===== src/rtl/mod_sched_pkg.sv =====
// Shared types, default parameters and the serial residue step for the modulo-check scheduler.
package mod_sched_pkg;

    localparam int unsigned DEF_NUM_REQ = 4;
    localparam int unsigned DEF_WIDTH   = 8;
    localparam int unsigned DEF_DIVISOR = 5;
    localparam int unsigned STATS_W     = 16;

    localparam logic [1:0] ST_IDLE  = 2'd0;
    localparam logic [1:0] ST_SHIFT = 2'd1;
    localparam logic [1:0] ST_DONE  = 2'd2;

    typedef enum logic [1:0] {
        IDLE  = ST_IDLE,
        SHIFT = ST_SHIFT,
        DONE  = ST_DONE
    } state_t;

    // (2*r + b) mod divisor for r < divisor: the doubled value is below 2*divisor, so one subtract suffices
    function automatic logic [15:0] residue_step(input logic [15:0] r, input logic b,
                                                 input logic [15:0] divisor);
        logic [15:0] v;
        v = {r[14:0], b};
        return (v >= divisor) ? (v - divisor) : v;
    endfunction

endpackage


===== src/rtl/mod_residue_step.sv =====
// Serial MSB-first residue tracker: clear starts a word, shift_en folds in one bit per cycle.
module mod_residue_step
    import mod_sched_pkg::*;
#(
    parameter int unsigned DIVISOR = DEF_DIVISOR
) (
    input  logic                       clk,
    input  logic                       rst_n,
    input  logic                       i_clear,
    input  logic                       i_shift_en,
    input  logic                       i_bit,
    output logic [$clog2(DIVISOR)-1:0] o_residue
);

    localparam int unsigned RW = $clog2(DIVISOR);

    logic [RW-1:0] r_residue;

    always_ff @(posedge clk) begin
        if (!rst_n) begin
            r_residue <= '0;
        end else if (i_clear) begin
            r_residue <= '0;
        end else if (i_shift_en) begin
            r_residue <= RW'(residue_step(16'(r_residue), i_bit, 16'(DIVISOR)));
        end
    end

    assign o_residue = r_residue;

endmodule


===== src/rtl/mod_check_scheduler.sv =====
// Round-robin shared modulo-DIVISOR checker: one serial residue engine, valid/ready result channel.
// Optional MOD_SCHED_STATS_EN adds 16-bit job / divisible-job counters.
module mod_check_scheduler
    import mod_sched_pkg::*;
#(
    parameter int unsigned NUM_REQ = DEF_NUM_REQ,
    parameter int unsigned WIDTH   = DEF_WIDTH,
    parameter int unsigned DIVISOR = DEF_DIVISOR
) (
    input  logic                       clk,
    input  logic                       rst_n,
    input  logic [NUM_REQ-1:0]         req_valid_i,
    output logic [NUM_REQ-1:0]         req_ready_o,
    input  logic [NUM_REQ*WIDTH-1:0]   req_data_i,
    output logic                       res_valid_o,
    input  logic                       res_ready_i,
    output logic [$clog2(NUM_REQ)-1:0] res_id_o,
    output logic                       res_divisible_o,
    output logic [$clog2(DIVISOR)-1:0] res_remainder_o,
`ifdef MOD_SCHED_STATS_EN
    output logic [STATS_W-1:0]         jobs_done_o,
    output logic [STATS_W-1:0]         jobs_div_o,
`endif
    output logic                       busy_o
);

    localparam int unsigned IW = $clog2(NUM_REQ);
    localparam int unsigned RW = $clog2(DIVISOR);
    localparam int unsigned CW = $clog2(WIDTH + 1);

    state_t           r_state;
    state_t           w_state_nxt;
    logic [IW-1:0]    r_ptr;
    logic [IW-1:0]    r_id;
    logic [WIDTH-1:0] r_shift;
    logic [CW-1:0]    r_cnt;
    logic [IW-1:0]    w_gid;
    logic [WIDTH-1:0] w_word;
    logic             w_found;
    logic             w_accept;
    logic             w_last_bit;
    logic             w_res_fire;
    logic [RW-1:0]    w_residue;

    // Round-robin search starting at the pointer, wrapping modulo NUM_REQ
    always_comb begin
        logic [IW-1:0] v_idx;
        v_idx   = '0;
        w_found = 1'b0;
        w_gid   = '0;
        w_word  = '0;
        for (int unsigned i = 0; i < NUM_REQ; i++) begin
            v_idx = IW'((32'(r_ptr) + i) % NUM_REQ);
            if (!w_found && req_valid_i[v_idx]) begin
                w_found = 1'b1;
                w_gid   = v_idx;
            end
        end
        for (int unsigned k = 0; k < NUM_REQ; k++) begin
            if (w_gid == IW'(k)) begin
                w_word = req_data_i[k*WIDTH +: WIDTH];
            end
        end
    end

    assign w_accept   = (r_state == IDLE) && w_found;
    assign w_last_bit = (r_cnt == CW'(WIDTH - 1));
    assign w_res_fire = (r_state == DONE) && res_ready_i;

    always_comb begin
        w_state_nxt = r_state;
        req_ready_o = '0;
        case (r_state)
            IDLE: begin
                if (w_found) begin
                    w_state_nxt = SHIFT;
                    req_ready_o = NUM_REQ'(1) << w_gid;
                end
            end
            SHIFT:   if (w_last_bit) w_state_nxt = DONE;
            DONE:    if (res_ready_i) w_state_nxt = IDLE;
            default: w_state_nxt = IDLE;
        endcase
    end

    always_ff @(posedge clk) begin
        if (!rst_n) begin
            r_state <= IDLE;
            r_ptr   <= '0;
            r_id    <= '0;
            r_shift <= '0;
            r_cnt   <= '0;
        end else begin
            r_state <= w_state_nxt;
            if (w_accept) begin
                r_id    <= w_gid;
                r_shift <= w_word;
                r_cnt   <= '0;
                r_ptr   <= (w_gid == IW'(NUM_REQ - 1)) ? '0 : w_gid + IW'(1);
            end else if (r_state == SHIFT) begin
                r_shift <= r_shift << 1;
                r_cnt   <= r_cnt + CW'(1);
            end
        end
    end

    mod_residue_step #(
        .DIVISOR (DIVISOR)
    ) u_residue (
        .clk        (clk),
        .rst_n      (rst_n),
        .i_clear    (w_accept),
        .i_shift_en (r_state == SHIFT),
        .i_bit      (r_shift[WIDTH-1]),
        .o_residue  (w_residue)
    );

    assign res_valid_o     = (r_state == DONE);
    assign res_remainder_o = w_residue;
    assign res_divisible_o = (r_state == DONE) && (w_residue == '0);
    assign res_id_o        = r_id;
    assign busy_o          = (r_state != IDLE);

`ifdef MOD_SCHED_STATS_EN
    logic [STATS_W-1:0] r_jobs_done;
    logic [STATS_W-1:0] r_jobs_div;

    always_ff @(posedge clk) begin
        if (!rst_n) begin
            r_jobs_done <= '0;
            r_jobs_div  <= '0;
        end else if (w_res_fire) begin
            r_jobs_done <= r_jobs_done + STATS_W'(1);
            if (res_divisible_o) r_jobs_div <= r_jobs_div + STATS_W'(1);
        end
    end

    assign jobs_done_o = r_jobs_done;
    assign jobs_div_o  = r_jobs_div;
`else
    logic w_unused_fire;
    assign w_unused_fire = w_res_fire;
`endif

endmodule

===== config.mk =====
export PLATFORM = sky130hd
export DESIGN_NAME = mod_check_scheduler
export DESIGN_NICKNAME = d
export VERILOG_FILES = /design/src/rtl/mod_sched_pkg.sv /design/src/rtl/mod_residue_step.sv /design/src/rtl/mod_check_scheduler.sv
export SDC_FILE = /design/constraint.sdc
export NUM_CORES = 1
export LEC_CHECK = 0
export CAP_MARGIN = 20
export CORE_ASPECT_RATIO = 0.75
export CORE_MARGIN = 5
export CORE_UTILIZATION = 47
export CTS_BUF_LIST = sky130_fd_sc_hd__clkbuf_4 sky130_fd_sc_hd__clkbuf_8
export CTS_CLUSTER_SIZE = 16
export DETAILED_ROUTE_END_ITERATION = 7
export GPL_TIMING_DRIVEN = 0
export PLACE_DENSITY = 0.87
export SYNTH_ARGS = -nofsm -noshare
export SYNTH_HDL_FRONTEND = slang
export SYNTH_SLANG_ARGS = --single-unit

===== constraint.sdc =====
create_clock -name clk -period 4.22 [get_ports clk]
set_clock_uncertainty 0.15 [all_clocks]
set_input_delay 0.844 -clock clk [delete_from_list [all_inputs] [get_ports clk]]
set_output_delay 0.844 -clock clk [all_outputs]
set_load 0.005 [all_outputs]

==> run_results.csv, run 1 <==
group,metric,value,unit
yosys,synth_commonest_cells,"dfxtp_1 (21), a21oi_1 (18), inv_1 (14), nand2_1 (14), a22oi_1 (11)",
worst_setup_path,worstReg2RegEnd,"r_shift[6]",
final_layout,insertedDiodeCount,0,
yosys,yosys_register_bits,21,
final_layout,layout-drive-gt1-share,11.4,%
pwr,power_density,294,nW/um^2
yosys,synth_compound_gate_area_share,29.7,%
placed_design,gp_congestion,0.773,
yosys,synth_fp_nets,214,
worst_setup_path,nature_of_the_critical_path_endpoint,"primary output",
yosys,syn_area,1370,um^2
route,drc,0,
clock_tree,cts_root_buf,"clkbuf_8",
run,drv.max_cap_violation_count,0,
clock_tree,cts.htree.levels,1,
floorplan,start_util,47.6,%
route,route.detailed.vias_per_inst,5.53,
yosys,synthFlopType,"dfxtp_1",
final_layout,area_growth_syn_to_layout,45.4,%
clock_tree,path_clk_slew,0.08,ns
clock_tree,clk_path_buf_depth,2,
worst_setup_path,critPathRequiredTime,3.23,ns
sta,slew_violations,0,
worst_setup_path,ff2ff_path_depth,11,
floorplan,num_rows,17,
final_layout,fillerInstances,229,
yosys,syn_avg_cell_area,8.14,um^2
floorplan,die_x,72.3,um
yosys,synth-simple-area-share,22.2,%
sta,tns,0,ns
route,iter_0_drt_violations,76,
worst_setup_path,largest_fanout_on_the_critical_path,11,
route,number_of_vias_in_the_routed_layout,1420,
clock_tree,ctsHoldBuffers,0,
sta,max_clock_freq,0.240,GHz
route,wl,3470,um
pwr,leakage_power_figure,0.771,nW
status,run_status,"complete, no violations",
floorplan,ioPinCount,51,
yosys,yosysWarnings,0,
global_routing,number_of_antenna_violations_at_the_first_check_in_global_routing,0,
yosys,synth_mux_area_share,0.732,%
sta,max-slew-margin-rel,67.8,%
sta,rsz0062_at_grt,"true",
floorplan,coreArea,2870,um^2
yosys,post-synth-top-area-cell,"dfxtp_1",
worst_setup_path,worst_setup_path_startpoint,"req_valid_i[0]",
pwr,power.ir.vdd_worst,0.000138,V
clock_tree,cts_tree,"built",
yosys,syn-instance-count,168,
worst_setup_path,cp-start-kind,"input pin",
worst_setup_path,critical_path.endpoint,"req_ready_o[1]",
yosys,yosysMostFrequentCell,"dfxtp_1",
yosys,yosys.area_share.adder,6.40,%
yosys,yosys.area_share.xor_xnor,1.92,%
global_routing,globalRouteTotalUtil,17.0,%
placed_design,place_hpwl,2690,um
placed_design,placement.io_buffers,50,
floorplan,dieArea,4100,um^2
global_routing,globalRouteOverflowTotal,0,
global_routing,grt_first_pass_wirelength,5590,um
worst_setup_path,cp_data_arrival_time,3.17,ns
final_layout,fin_nets,266,
worst_setup_path,timing.setup.critical_path_class,"in -> out",
sta,setup-violations-final,0,
clock_tree,tritoncts.num_buffers,3,
worst_hold_path,hold_class,"reg -> reg",
route,drt.antenna.violating_nets,0,
yosys,largest_family_of_logic_cells_by_synthesized_area,"compound AO/OA/AOI/OAI gates",
route,first_pass_iters,4,
sta,worst_case_hold_slack,0.313,ns
global_routing,grt_max_degree,18,
clock_tree,clock-sinks,21,
yosys,synth_seq_area_share,30.7,%
yosys,netlist-cell-type-count,42,
route,avgRoutedWirePerCell,13.5,um
yosys,synth_top_area_share,30.7,%
sta,worst-slew-pin-transition,0.483,ns
sta,report.final.hold_viol_count,0,
clock_tree,clock_latency,0.26,ns
worst_setup_path,worstReg2RegStart,"r_ptr[1]",
worst_setup_path,timing.reg2reg.setup_slack,1.47,ns
global_routing,grt_pass1_vias,1259,
sta,final_critical_path_required_period,4.16,ns
yosys,asyncSetResetFlopFracSynth,0,%
sta,fin_crit_sh,98.6,%
floorplan,die_height,56.7,um
yosys,edff_count_synth,0,
yosys,synth_area_leaders,"dfxtp_1 (31%), a21oi_1 (6.6%), ha_1 (6.4%)",
-- flip-flops by register name (all words and copies together), names as in the netlist --
| name | count |
|---|---|
| r_cnt | 4 |
| r_ptr | 2 |
| r_shift | 8 |
| r_state | 2 |
| res_id_o | 2 |
| u_residue.o_residue | 3 |
-- worst max-delay path, cell delays in order --
cell	delay (ns)
clkdlybuf4s50_1	0.51
mux2i_1	0.17
nor2_1	0.05
or3_4	0.41
inv_1	0.15
ha_2	0.31
and3_2	0.20
clkdlybuf4s50_1	0.50
-- worst min-delay path by stage --
| stage | start | end | slack (ns) | cells past startpoint |
|---|---|---|---|---|
| after detailed placement | res_id_o[1] | res_id_o[1] | 0.31 | 2 |
| after CTS | res_id_o[1] | res_id_o[1] | 0.32 | 2 |
| after floorplan | res_id_o[1] | res_id_o[1] | 0.30 | 2 |
| after global routing | res_id_o[1] | res_id_o[1] | 0.34 | 2 |
| after global placement | res_id_o[1] | res_id_o[1] | 0.30 | 2 |
| final | res_id_o[1] | res_id_o[1] | 0.31 | 2 |
-- metrics by stage --
stage / total power [mW] / cells / area, um^2 / setup slack [ns] / utilization [%]
after floorplan: 0.358 / 168 / 1370 / 0.958 / -
after global placement: 0.438 / 256 / 1920 / -0.297 / 66.7
after detailed placement: 0.439 / 256 / 1920 / -0.310 / 66.7
after CTS: 0.579 / 257 / 1970 / 0.00407 / 68.7
after global routing: 0.616 / 257 / 1990 / -0.0497 / 69.2
final: 0.584 / 257 / 1990 / 0.0578 / 69.2
-- metal layers --
| layer | wire length (um) | vias up | global-route usage, % |
|---|---|---|---|
| li1 | - | 719 | - |
| met1 | 1630 | 634 | 23.5 |
| met2 | 1390 | 62 | 23.9 |
| met3 | 407 | 5 | 6.62 |
| met4 | 48 | 0 | 5.63 |
| met5 | 0 | - | 0 |
-- logic make-up after synthesis --
logic type | count (synthesis)
DFF | 21
AOI/OAI and AO/OA | 58
adders and majority gates | 7
and+or+nand+nor | 53
buffers and inverters | 25
muxes | 1
xor gates and xnor gates | 3
-- final cells by class --
cell class | instances | area [um^2] | area share, %
Inverter | 14 | 52.6 | 2.64
Sequential cell | 21 | 420 | 21.1
Tap cell | 38 | 47.5 | 2.39
Buffer | 7 | 47.5 | 2.39
Clock buffer | 4 | 48.8 | 2.45
Multi-Input combinational cell | 122 | 863 | 43.4
Timing Repair Buffer | 51 | 508 | 25.6
-- placed cells by master, fill, tap and decap left out, types with 2 or more instances in the layout --
cell type,count
a221o_1,6
nor2_1,7
dfxtp_1,21
clkbuf_8,3
nor2b_1,4
a21oi_1,18
ha_2,2
buf_6,2
clkbuf_4,2
ha_1,4
nand2_1,14
nor4_1,2
nand2b_1,5
or3_1,2
buf_2,2
a22oi_1,11
a221oi_1,2
clkbuf_1,2
o22ai_1,6
o21ai_0,3
xor2_1,2
and3_2,4
nand3_1,4
clkdlybuf4s50_1,50
inv_1,14
a31oi_1,3
-- what timing repair did --
action	in CTS	in global routing
pin swaps	0	1
resized for setup	6	2
setup buffers	0	1
endpoints found under the setup margin	3	3
-- power breakdown --
part           total (mW)  internal [mW]  leakage, nW  switching (mW)
logic               0.219          0.119        0.573           0.100
registers           0.227          0.217        0.172          0.0103
clock network       0.137         0.0737       0.0262          0.0637
total               0.584          0.409        0.771           0.174
(Power assumes the default switching activity.)
==> run 2: changes to the inputs <==
--- a/config.mk
+++ b/config.mk
@@ -6,7 +6,6 @@
 export NUM_CORES = 1
 export LEC_CHECK = 0
 export CAP_MARGIN = 20
-export CORE_ASPECT_RATIO = 0.75
 export CORE_MARGIN = 5
 export CORE_UTILIZATION = 47
 export CTS_BUF_LIST = sky130_fd_sc_hd__clkbuf_4 sky130_fd_sc_hd__clkbuf_8
==> run 2 against run 1 <==
Effect of this change: final area fell by 1.1%; worst setup slack improved by 0.049 ns; fmax rose by 1.2%; combinational power rose by 3%; core utilization rose by 1.4 points; global-route usage rose by 2.3 points.
==> run_results.csv, run 2 (synthesis gave the netlist of run 1 again) <==
group,metric,value,unit
global_routing,grt_max_degree,18,
clock_tree,cts_tree,"built",
pwr,totalPowerFinal,0.554,mW
route,avgRoutedWirePerCell,15.2,um
clock_tree,tritoncts.num_buffers,3,
final_layout,area_growth_syn_to_layout,43.7,%
placed_design,gp_congestion,0.802,
global_routing,number_of_antenna_violations_at_the_first_check_in_global_routing,0,
pwr,clockPowerShare,17.9,%
final_layout,insertedDiodeCount,0,
pwr,sw_frac_of_total,32.6,%
pwr,power_density,282,nW/um^2
final_layout,most_frequent_standard_cell_in_the_layout_excluding_fill_and_tap_cells,"clkdlybuf4s50_1",
final_layout,post-route-util,70.7,%
run,drv.max_cap_violation_count,0,
pwr,power.ir.vdd_worst,0.000198,V
worst_setup_path,cp-start-kind,"input pin",
floorplan,num_rows,19,
global_routing,grt_first_pass_wirelength,6480,um
sta,slew_violations,0,
clock_tree,clock_latency,0.32,ns
pwr,p_comb_share,40.9,%
worst_hold_path,hold_class,"reg -> reg",
final_layout,fillerInstances,204,
sta,setup-violations-final,0,
sta,worst_slack,0.107,ns
floorplan,die_x,63.9,um
sta,rsz0062_at_grt,"true",
sta,report.final.hold_viol_count,0,
global_routing,globalRouteOverflowTotal,0,
placed_design,post-place-ws,-0.282,ns
sta,final_critical_path_required_period,4.11,ns
worst_setup_path,timing.setup.critical_path_class,"in -> out",
clock_tree,path_clk_slew,0.11,ns
final_layout,largest_register,"r_shift",
clock_tree,cts.htree.levels,1,
status,run_status,"complete, no violations",
clock_tree,clk_path_buf_depth,2,
placed_design,placement.io_buffers,50,
global_routing,globalRouteTotalUtil,19.3,%
floorplan,ioPinCount,51,
route,first_pass_iters,4,
clock_tree,cts_root_buf,"clkbuf_4",
worst_setup_path,largest_fanout_on_the_critical_path,11,
pwr,p_int,0.373,mW
floorplan,die_height,63.9,um
sta,max_clock_freq,0.243,GHz
floorplan,coreArea,2780,um^2
route,iter_0_drt_violations,74,
final_layout,largest_reg_flops,8,
floorplan,start_util,49.2,%
worst_setup_path,nature_of_the_critical_path_endpoint,"primary output",
route,drc,0,
floorplan,dieArea,4090,um^2
worst_setup_path,cp_data_arrival_time,3.12,ns
route,route.detailed.vias_per_inst,5.84,
pwr,netSwitchingPower,0.180,mW
route,wl,3790,um
sta,tns,0,ns
placed_design,place_hpwl,3040,um
sta,fin_crit_sh,97.5,%
global_routing,grt_pass1_vias,1530,
sta,max-slew-margin-rel,59.5,%
worst_setup_path,critPathRequiredTime,3.23,ns
pwr,seq_power_share,41.2,%
final_layout,layout-drive-gt1-share,11.0,%
final_layout,most-common-layout-cells,"clkdlybuf4s50_1 (50), dfxtp_1 (21), a21oi_1 (18)",
clock_tree,ctsHoldBuffers,0,
pwr,leakage_power_figure,0.759,nW
sta,worst-slew-pin-transition,0.603,ns
final_layout,fin_nets,265,
route,drt.antenna.violating_nets,0,
clock_tree,clock-sinks,21,
route,number_of_vias_in_the_routed_layout,1454,
## run 2: cell types whose count changed in the layout (fill, tap and decap cells not counted), sizes merged
cell	delta
clkbuf	-2
clkinv	+1
## run 2: what timing repair did
item / CTS / global route
gates resized for setup: 5 / 4
pin swaps: 0 / 1
setup buffers: 0 / 1
setup endpoints to repair: 3 / 3
## run 2: cell type report
| class | count | area [um^2] | area share (%) |
|---|---|---|---|
| clock buffers | 3 | 22.5 | 1.15 |
| multi-input cells | 122 | 878 | 44.7 |
| flip-flops and latches | 21 | 420 | 21.4 |
| clock inverters | 1 | 5.00 | 0.255 |
| plain buffers | 6 | 40.0 | 2.04 |
| well taps | 31 | 38.8 | 1.97 |
| repair buffers | 51 | 508 | 25.8 |
| inverters | 14 | 52.6 | 2.67 |
## run 2: routing by layer
layer  track usage, %  vias up  wire length (um)
met5                0        -                 0
met4             10.1        0                99
met3             4.90        9               314
met2             32.0       68              1790
met1             22.6      660              1590
li1                 -      717                 -
## run 2: power groups by stage
| stage | clock network [mW] | registers [mW] | logic, mW |
|---|---|---|---|
| floorplan | 0 | 0.229 | 0.128 |
| global placement | 0 | 0.231 | 0.204 |
| detailed placement | 0 | 0.232 | 0.211 |
| CTS | 0.0993 | 0.228 | 0.218 |
| global route | 0.110 | 0.230 | 0.249 |
| finish | 0.0991 | 0.228 | 0.226 |
## run 2: path summary, 6_finish.rpt
kind	from	slack, ns	depth (start not counted)	end
max	req_valid_i[0]	0.11	8	req_ready_o[1]
min	res_id_o[1]	0.33	2	res_id_o[1]
max reg2reg	r_ptr[1]	1.50	11	r_shift[1]
min reg2reg	res_id_o[1]	0.33	2	res_id_o[1]
## run 2: per-stage QoR
stage,hold slack (ns),area [um^2],std cells
2_1_floorplan,0.303,1370,168
3_3_place_gp,0.295,1910,249
3_5_place_dp,0.315,1910,249
4_1_cts,0.332,1940,249
5_1_grt,0.343,1970,249
6_report,0.330,1970,249
## run 2: critical path: stages
cell	delay (ns)
clkdlybuf4s50_1	0.49
mux2i_1	0.18
nor2_1	0.05
or3_1	0.49
inv_2	0.17
ha_4	0.21
and3_2	0.19
clkdlybuf4s50_1	0.50
